===== config.mk =====
export PLATFORM = sky130hd
export DESIGN_NAME = axis_pkt_trailer
export DESIGN_NICKNAME = d
export VERILOG_FILES = /design/src/rtl/axis_trailer_pkg.sv /design/src/rtl/axis_trailer_acc.sv /design/src/rtl/axis_pkt_trailer.sv
export SDC_FILE = /design/constraint.sdc
export NUM_CORES = 1
export LEC_CHECK = 0
export CELL_PAD_IN_SITES_DETAIL_PLACEMENT = 1
export CELL_PAD_IN_SITES_GLOBAL_PLACEMENT = 1
export CORE_MARGIN = 2
export CORE_UTILIZATION = 41
export DETAILED_ROUTE_END_ITERATION = 10
export PLACE_DENSITY = 0.78
export SLEW_MARGIN = 10
export SYNTH_ARGS = -nofsm -noshare
export SYNTH_HDL_FRONTEND = slang
export SYNTH_HIERARCHICAL = 1
export SYNTH_SLANG_ARGS = --single-unit

===== constraint.sdc =====
create_clock -name clk -period 2.9 [get_ports clk]
set_input_delay 0.29 -clock clk [delete_from_list [all_inputs] [get_ports clk]]
set_output_delay 0.29 -clock clk [all_outputs]
set_load 0.03 [all_outputs]

===== src/rtl/axis_trailer_pkg.sv =====
// Shared types and width-generic helpers for the packet trailer stage.
// Helpers work on MAX_HW-wide vectors; callers zero-extend inputs and keep the low HALF_W bits.
package axis_trailer_pkg;

    typedef enum logic {
        PASS    = 1'b0,
        TRAILER = 1'b1
    } trl_state_t;

    localparam int MAX_HW         = 128;
    localparam int MIN_DATA_WIDTH = 16;

    // Saturating increment of the low w bits of v; bits at and above w are expected to be 0.
    function automatic logic [MAX_HW-1:0] sat_inc(input logic [MAX_HW-1:0] v, input int w);
        logic [MAX_HW-1:0] mx;
        mx = '0;
        for (int i = 0; i < MAX_HW; i++) begin
            mx[i] = (i < w);
        end
        return (v == mx) ? v : v + MAX_HW'(1);
    endfunction

    // XOR of the upper half onto the lower half of a 2*hw-bit word.
    function automatic logic [MAX_HW-1:0] fold_xor(input logic [2*MAX_HW-1:0] d, input int hw);
        logic [MAX_HW-1:0] r;
        r = '0;
        for (int i = 0; i < MAX_HW; i++) begin
            if (i < hw) begin
                r[i] = d[i] ^ d[i+hw];
            end
        end
        return r;
    endfunction

endpackage


===== src/rtl/axis_trailer_acc.sv =====
// Per-packet accumulators: saturating beat count and folded XOR checksum.
// clr_i wins over inc_i; the two are never requested together by the top.
module axis_trailer_acc
    import axis_trailer_pkg::*;
#(
    parameter int HALF_W = 16
) (
    input  logic                clk,
    input  logic                reset_n,
    input  logic                inc_i,
    input  logic                clr_i,
    input  logic [2*HALF_W-1:0] data_i,
    output logic [HALF_W-1:0]   cnt_o,
    output logic [HALF_W-1:0]   csum_o
);

    logic [HALF_W-1:0]   cnt_q,  cnt_d;
    logic [HALF_W-1:0]   csum_q, csum_d;
    logic [MAX_HW-1:0]   cnt_ext;
    logic [2*MAX_HW-1:0] data_ext;
    logic [MAX_HW-1:0]   inc_res;
    logic [MAX_HW-1:0]   fold_res;
    logic                unused_hi;

    always_comb begin
        cnt_ext                 = '0;
        cnt_ext[HALF_W-1:0]     = cnt_q;
        data_ext                = '0;
        data_ext[2*HALF_W-1:0]  = data_i;
        inc_res                 = sat_inc(cnt_ext, HALF_W);
        fold_res                = fold_xor(data_ext, HALF_W);

        cnt_d  = cnt_q;
        csum_d = csum_q;
        if (clr_i) begin
            cnt_d  = '0;
            csum_d = '0;
        end else if (inc_i) begin
            cnt_d  = inc_res[HALF_W-1:0];
            csum_d = csum_q ^ fold_res[HALF_W-1:0];
        end
    end

    // Upper helper bits are always zero for in-range HALF_W.
    assign unused_hi = ^{inc_res[MAX_HW-1:HALF_W], fold_res[MAX_HW-1:HALF_W]};

    always_ff @(posedge clk or negedge reset_n) begin
        if (!reset_n) begin
            cnt_q  <= '0;
            csum_q <= '0;
        end else begin
            cnt_q  <= cnt_d;
            csum_q <= csum_d;
        end
    end

    assign cnt_o  = cnt_q;
    assign csum_o = csum_q;

endmodule


===== src/rtl/axis_pkt_trailer.sv =====
// AXI-Stream stage that forwards packets and appends a {beat_cnt, csum} trailer beat.
// TLAST is moved from the last data beat onto the trailer.
//
// state   | meaning
// --------+-----------------------------------------------------------
// PASS    | forwarding data beats, accumulating count and checksum
// TRAILER | last beat taken; input blocked until the trailer loads
module axis_pkt_trailer
    import axis_trailer_pkg::*;
#(
    parameter int DATA_WIDTH = 32
) (
    input  logic                  clk,
    input  logic                  reset_n,
    input  logic [DATA_WIDTH-1:0] S_TDATA,
    input  logic                  S_TVALID,
    input  logic                  S_TLAST,
    output logic                  S_TREADY,
    output logic [DATA_WIDTH-1:0] M_TDATA,
    output logic                  M_TVALID,
    output logic                  M_TLAST,
    input  logic                  M_TREADY
);

    localparam int HALF_W = DATA_WIDTH / 2;

    if ((DATA_WIDTH < MIN_DATA_WIDTH) || ((DATA_WIDTH % 2) != 0) || (HALF_W >= MAX_HW)) begin : g_bad_width
        $error("axis_pkt_trailer: DATA_WIDTH must be even, >= 16 and < 2*MAX_HW");
    end

    trl_state_t            state_q, state_d;
    logic [DATA_WIDTH-1:0] m_tdata_q,  m_tdata_d;
    logic                  m_tvalid_q, m_tvalid_d;
    logic                  m_tlast_q,  m_tlast_d;
    logic                  free;
    logic                  s_ready_fsm;
    logic                  acc_inc;
    logic                  acc_clr;
    logic [HALF_W-1:0]     beat_cnt;
    logic [HALF_W-1:0]     csum;

    assign free = !m_tvalid_q || M_TREADY;

    axis_trailer_acc #(
        .HALF_W (HALF_W)
    ) u_acc (
        .clk     (clk),
        .reset_n (reset_n),
        .inc_i   (acc_inc),
        .clr_i   (acc_clr),
        .data_i  (S_TDATA),
        .cnt_o   (beat_cnt),
        .csum_o  (csum)
    );

    always_comb begin
        state_d     = state_q;
        m_tdata_d   = m_tdata_q;
        m_tlast_d   = m_tlast_q;
        m_tvalid_d  = m_tvalid_q;
        s_ready_fsm = 1'b0;
        acc_inc     = 1'b0;
        acc_clr     = 1'b0;

        if (free) begin
            m_tvalid_d = 1'b0;
        end

        unique case (state_q)
            PASS: begin
                s_ready_fsm = free;
                if (S_TVALID && free) begin
                    m_tdata_d  = S_TDATA;
                    m_tlast_d  = 1'b0;
                    m_tvalid_d = 1'b1;
                    acc_inc    = 1'b1;
                    if (S_TLAST) begin
                        state_d = TRAILER;
                    end
                end
            end
            TRAILER: begin
                // Accumulators hold while the output register is occupied.
                if (free) begin
                    m_tdata_d  = {beat_cnt, csum};
                    m_tlast_d  = 1'b1;
                    m_tvalid_d = 1'b1;
                    acc_clr    = 1'b1;
                    state_d    = PASS;
                end
            end
            default: state_d = PASS;
        endcase
    end

    always_ff @(posedge clk or negedge reset_n) begin
        if (!reset_n) begin
            state_q    <= PASS;
            m_tdata_q  <= '0;
            m_tvalid_q <= 1'b0;
            m_tlast_q  <= 1'b0;
        end else begin
            state_q    <= state_d;
            m_tdata_q  <= m_tdata_d;
            m_tvalid_q <= m_tvalid_d;
            m_tlast_q  <= m_tlast_d;
        end
    end

    // Ready is forced high during reset so the upstream FIFO sees a defined level.
    assign S_TREADY = !reset_n || s_ready_fsm;
    assign M_TDATA  = m_tdata_q;
    assign M_TVALID = m_tvalid_q;
    assign M_TLAST  = m_tlast_q;

endmodule


**After elaboration in Yosys (flattened, before gate mapping)**

Index checks and enable logic that the tools add are counted.

- Reduce and logical (&&, ||, !) cells: 8
- Bitwise operators: 18
- $add $sub $neg: 1
- Mux-type cells: 24
- Equal/unequal tests: 4

Operator list:

| cell | count |
|---|---|
| two-way mux 16 bit | 5 |
| two-way mux 32 bit | 2 |
| case mux 32 bit (2 select lines) | 1 |
| adder 16 x 1 -> 16 bit (second input constant) | 1 |
| equality test 16 bit (second input constant) | 1 |
| XOR 1 bit | 16 |
| XOR 16 bit | 1 |
| two-way mux 1 bit | 13 |
| case mux 1 bit (2 select lines) | 3 |
| inequality test 2 bit (second input constant) | 2 |
| AND reduction 2 bit | 2 |
| logical NOT 1 bit | 2 |
| logical OR 1 bit | 2 |
| inequality test 2 x 1 -> 1 bit (second input constant) | 1 |
| nonzero test 2 bit | 1 |
| logical AND 1 bit | 1 |
| NOT 1 bit | 1 |

- Register bits after elaboration: 67
- Word-level logic and storage cells: 61
- Input port bits: 37

**Depth between registers and ports, before layout**

- Depth after elaboration: 7
- Gate-level depth with buffers: 8

**By module**

Netlist, hierarchy kept.

Modules (own cells, without submodules):

| module | cells an instance | sequential area each (sq um) | instances | area an instance (sq um) |
|---|---|---|---|---|
| axis_trailer_acc | 187 | 800.8 | 1 | 1840.5 |
| axis_pkt_trailer | 119 | 875.8 | 1 | 1830.5 |

**Worst setup path before layout**

Ideal clock, no wire load.

- Path kind: register to register
- Start point: register m_tvalid_q, in the netlist M_TVALID
- End point: register u_acc.cnt_q[15], in the netlist u_acc/cnt_o[15]
- Clock period less this slack: 2.245 ns
- Data required time: 2.775 ns
- Stages on the path, launching flop included: 7
- Arrival time: 2.121 ns
- Slack: 0.655 ns
- Buffers on the path: 0
- Cell sequence: dfrtp_1 > nor2b_4 > nor3b_1 > and3_4 > nand3_4 > a2111oi_2 > mux2_2

- Cells in the longest elaborated chain, start to end: 7
- Elaborated cells between the ends (all ways): 11

RTL lines:

| item | RTL line | RTL |
|---|---|---|
| start, declared | axis_pkt_trailer.sv:33 | `logic m_tvalid_q, m_tvalid_d;` |
| start signal, assigned | axis_pkt_trailer.sv:105 | `m_tvalid_q <= m_tvalid_d;` |
| logical NOT 1 bit | axis_pkt_trailer.sv:42 | `assign free = !m_tvalid_q \|\| M_TREADY;` |
| logical OR 1 bit | axis_pkt_trailer.sv:42 |  |
| logical AND 1 bit | axis_pkt_trailer.sv:72 | `if (S_TVALID && free) begin` |
| two-way mux 1 bit | axis_pkt_trailer.sv:72 |  |
| two-way mux 1 bit | axis_pkt_trailer.sv:69 | `unique case (state_q)` |
| via acc_inc | axis_pkt_trailer.sv:37 | `logic acc_inc;` |
| nonzero test 2 bit (no source line) | -- |  |
| AND reduction 2 bit (no source line) | -- |  |
| end signal, assigned | axis_trailer_acc.sv:52 | `cnt_q <= cnt_d;` |
| end, declared | axis_trailer_acc.sv:17 | `logic [HALF_W-1:0] cnt_q, cnt_d;` |

The timed path passes the listed nets, and every way through them passes these cells.
A chain may end at the register's enable or synchronous reset.

**Worst setup path in the final report**

- Start point: register u_acc.cnt_q[11], in the netlist u_acc/cnt_o[11]
- End point: register u_acc.cnt_q[9], in the netlist u_acc/cnt_o[9]

- Cells in the longest elaborated chain, start to end: 3

RTL lines:

| item | RTL line | RTL |
|---|---|---|
| equality test 16 bit | axis_trailer_pkg.sv:20 | `return (v == mx) ? v : v + MAX_HW'(1);` |
| inequality test 2 bit (no source line) | -- |  |
| AND reduction 2 bit (no source line) | -- |  |

Every way passes these cells.

==> flow_summary.json <==
{
  "p_leak_nw": 2.00,
  "timing.max_slew.rel_slack_pct": 33.8,
  "clk_pin_slew_worst_paths_ns": 0.08,
  "maxCapViolCount": 0,
  "tightest_slew_ns": 0.988,
  "p_per_area_nw_per_um2": 716,
  "wl_per_cell_um": 17.6,
  "design.die.area_um2": 9730,
  "dp_hpwl_um": 6140,
  "synth_edf_count": 0,
  "critPathRequiredTime_ns": 3.13,
  "postSynthAreaPerCell_um2": 12.0,
  "die_h_um": 98.6,
  "synth.ff_latch_count": 67,
  "grt.total_usage_pct": 19.1,
  "ant_nets": 0,
  "grt_pass1_wl_um": 14800,
  "vias": 2588,
  "period_needed_ns": 2.14,
  "worstSetupPathType": "reg2reg",
  "fillers": 919,
  "layout_common_cells": "clkdlybuf4s50_1 (70), dfrtp_1 (66), mux2_2 (47)",
  "yosysWarningCount": 6,
  "vias_per_cell": 5.25,
  "grt_antenna_before_repair": 0,
  "initial_utilization_pct": 42.1,
  "cts_tree": "yes",
  "fp-row-count": 34,
  "worst_hold_path_type": "in2async",
  "clockBufferDepth": 2,
  "hold_viol_final": 0,
  "whs_ns": 0.0547,
  "clkLatencyLatePin_ns": 0.34,
  "setup_tns_ns": 0,
  "drc_errors": 0,
  "post_dp_cell_area_um2": 4490,
  "period_share_pct": 73.7,
  "ctsHoldBuffers": 0,
  "syn_area_um2": 3670,
  "worst-path-max-fanout": 14,
  "n_antenna_cell": 0,
  "drtIter0Drc": 98,
  "die_x_um": 98.6,
  "h-tree-depth": 3,
  "grt_start_max_net_pins": 38,
  "fin_area_um2": 4700,
  "dr.pass1.iters": 4,
  "final_common_cell": "clkdlybuf4s50_1",
  "syn2layout_area_growth_pct": 28.0,
  "setup_viol": 0,
  "cts_resized": 0,
  "drt-total-wl_um": 8690,
  "rsz0062_at_grt": "no",
  "io_buffers": 71,
  "grt_pass1_vias": 2898,
  "fin_nets": 418,
  "status": "finished, final reports clean",
  "ir_worst_vdd_v": 0.000269,
  "cts_root_buf": "clkbuf_8",
  "cts_buffers": 9,
  "fin_skew_ns": 0.0121,
  "synthCells": 306,
  "finalPower_w": 0.00337,
  "syn_nets": 344,
  "yosysUniqueCellTypes": 37,
  "end_kind": "flip-flop",
  "critPathLaunchType": "flip-flop",
  "seq_area_frac_synth_pct": 45.7,
  "timing.final.max_slew_violations": 0,
  "globalplace.congestion": 0.758,
  "async_flop_share_pct": 100,
  "r2r_start": "u_acc/cnt_o[11]",
  "synth_top_flop_cell": "dfrtp_1",
  "core-area_um2": 8720,
  "startpoint": "u_acc/cnt_o[11]",
  "clock_sinks": 67,
  "drive_gt1_share_pct": 28.1,
  "io_pins": 72,
  "fmax_ghz": 0.468,
  "cts_setup_buffers": 0,
  "overflow": 0,
  "cp.arrival_ns": 2.36
}
-- critical path, stage by stage (launching register included) --
cell      delay (ns)
dfrtp_1         0.49
nand4_1         0.18
nor3_2          0.84
a211oi_1        0.22
mux2_2          0.31
-- power breakdown --
| group | switching, W | leakage, nW | total [W] | internal, W |
|---|---|---|---|---|
| registers | 0.000191 | 0.837 | 0.00137 | 0.00118 |
| logic | 0.000587 | 1.06 | 0.00117 | 0.000588 |
| clock network | 0.000371 | 0.106 | 0.000818 | 0.000447 |
-- area by class of cell --
| class | instances | area, um2 | area share [%] |
|---|---|---|---|
| Multi-Input combinational cell | 222 | 1900 | 40.4 |
| Tap cell | 108 | 135 | 2.88 |
| Clock inverter | 5 | 60.1 | 1.28 |
| Sequential cell | 67 | 1680 | 35.7 |
| Clock buffer | 11 | 151 | 3.22 |
| Inverter | 2 | 7.51 | 0.160 |
| Timing Repair Buffer | 78 | 771 | 16.4 |
-- synthesized netlist by cell type, types with 2 or more instances --
library cell | number | area, um2
nor2_1 | 27 | 101
clkbuf_1 | 5 | 18.8
mux2_1 | 2 | 22.5
nand2b_1 | 4 | 25.0
dfrtp_1 | 67 | 1680
nand4_1 | 4 | 25.0
and3_4 | 2 | 22.5
a211oi_1 | 3 | 22.5
o31ai_1 | 4 | 30.0
xor2_1 | 32 | 280
a21oi_1 | 9 | 45.0
mux2_4 | 24 | 360
mux2_2 | 47 | 529
buf_6 | 3 | 33.8
buf_2 | 4 | 20.0
o21ai_0 | 3 | 15.0
a2111oi_2 | 2 | 30.0
nand2_1 | 23 | 86.3
nor2b_1 | 9 | 56.3
and3_1 | 2 | 12.5
inv_1 | 2 | 7.51
buf_4 | 3 | 22.5
or3_1 | 2 | 12.5
or4_1 | 5 | 37.5
nand3_4 | 2 | 35.0
nand3_1 | 5 | 25.0
-- registers in the layout, indices dropped and copies added, names as in the netlist --
signal        flops
M_TLAST           1
u_acc/cnt_o      16
M_TVALID          1
state_q           1
M_TDATA          32
u_acc/csum_o     16
-- per-layer routing --
metal	wire length, um	share of wire, %	vias to the layer above	global-route usage, %
met5	0	0	-	0
met4	171	2.0	0	7.17
met3	208	2.4	14	2.77
met2	4450	51	41	33.0
met1	3870	44	1319	24.4
li1	-	-	1214	-
-- final timing paths --
path	to	slack, ns	cells after the start
worst max-delay path	u_acc/cnt_o[9]	0.76	4
worst min-delay path	u_acc/cnt_o[3]	0.05	2
worst max register to register	u_acc/cnt_o[9]	0.76	4
worst min register to register	M_TLAST	0.48	1
max in group asynchronous	state_q	1.98	3
min in group clk	M_TLAST	0.48	1
-- kinds of logic after synthesis --
family	share of synthesized area (%)
compound gates	4.57
xor+xnor	7.63
fa+ha+maj	0.341
buf+inv	2.79
flops	45.7
mux	25.1
simple gates	13.9
-- per-stage QoR --
step | utilization, % | std cells | setup slack [ns]
2_1_floorplan | - | 306 | 0.655
3_3_place_gp | 51.5 | 477 | 0.640
3_5_place_dp | 51.5 | 477 | 0.565
4_1_cts | 53.9 | 493 | 0.791
5_1_grt | 53.9 | 493 | 0.643
6_report | 53.9 | 493 | 0.762
(Power assumes the default switching activity.)
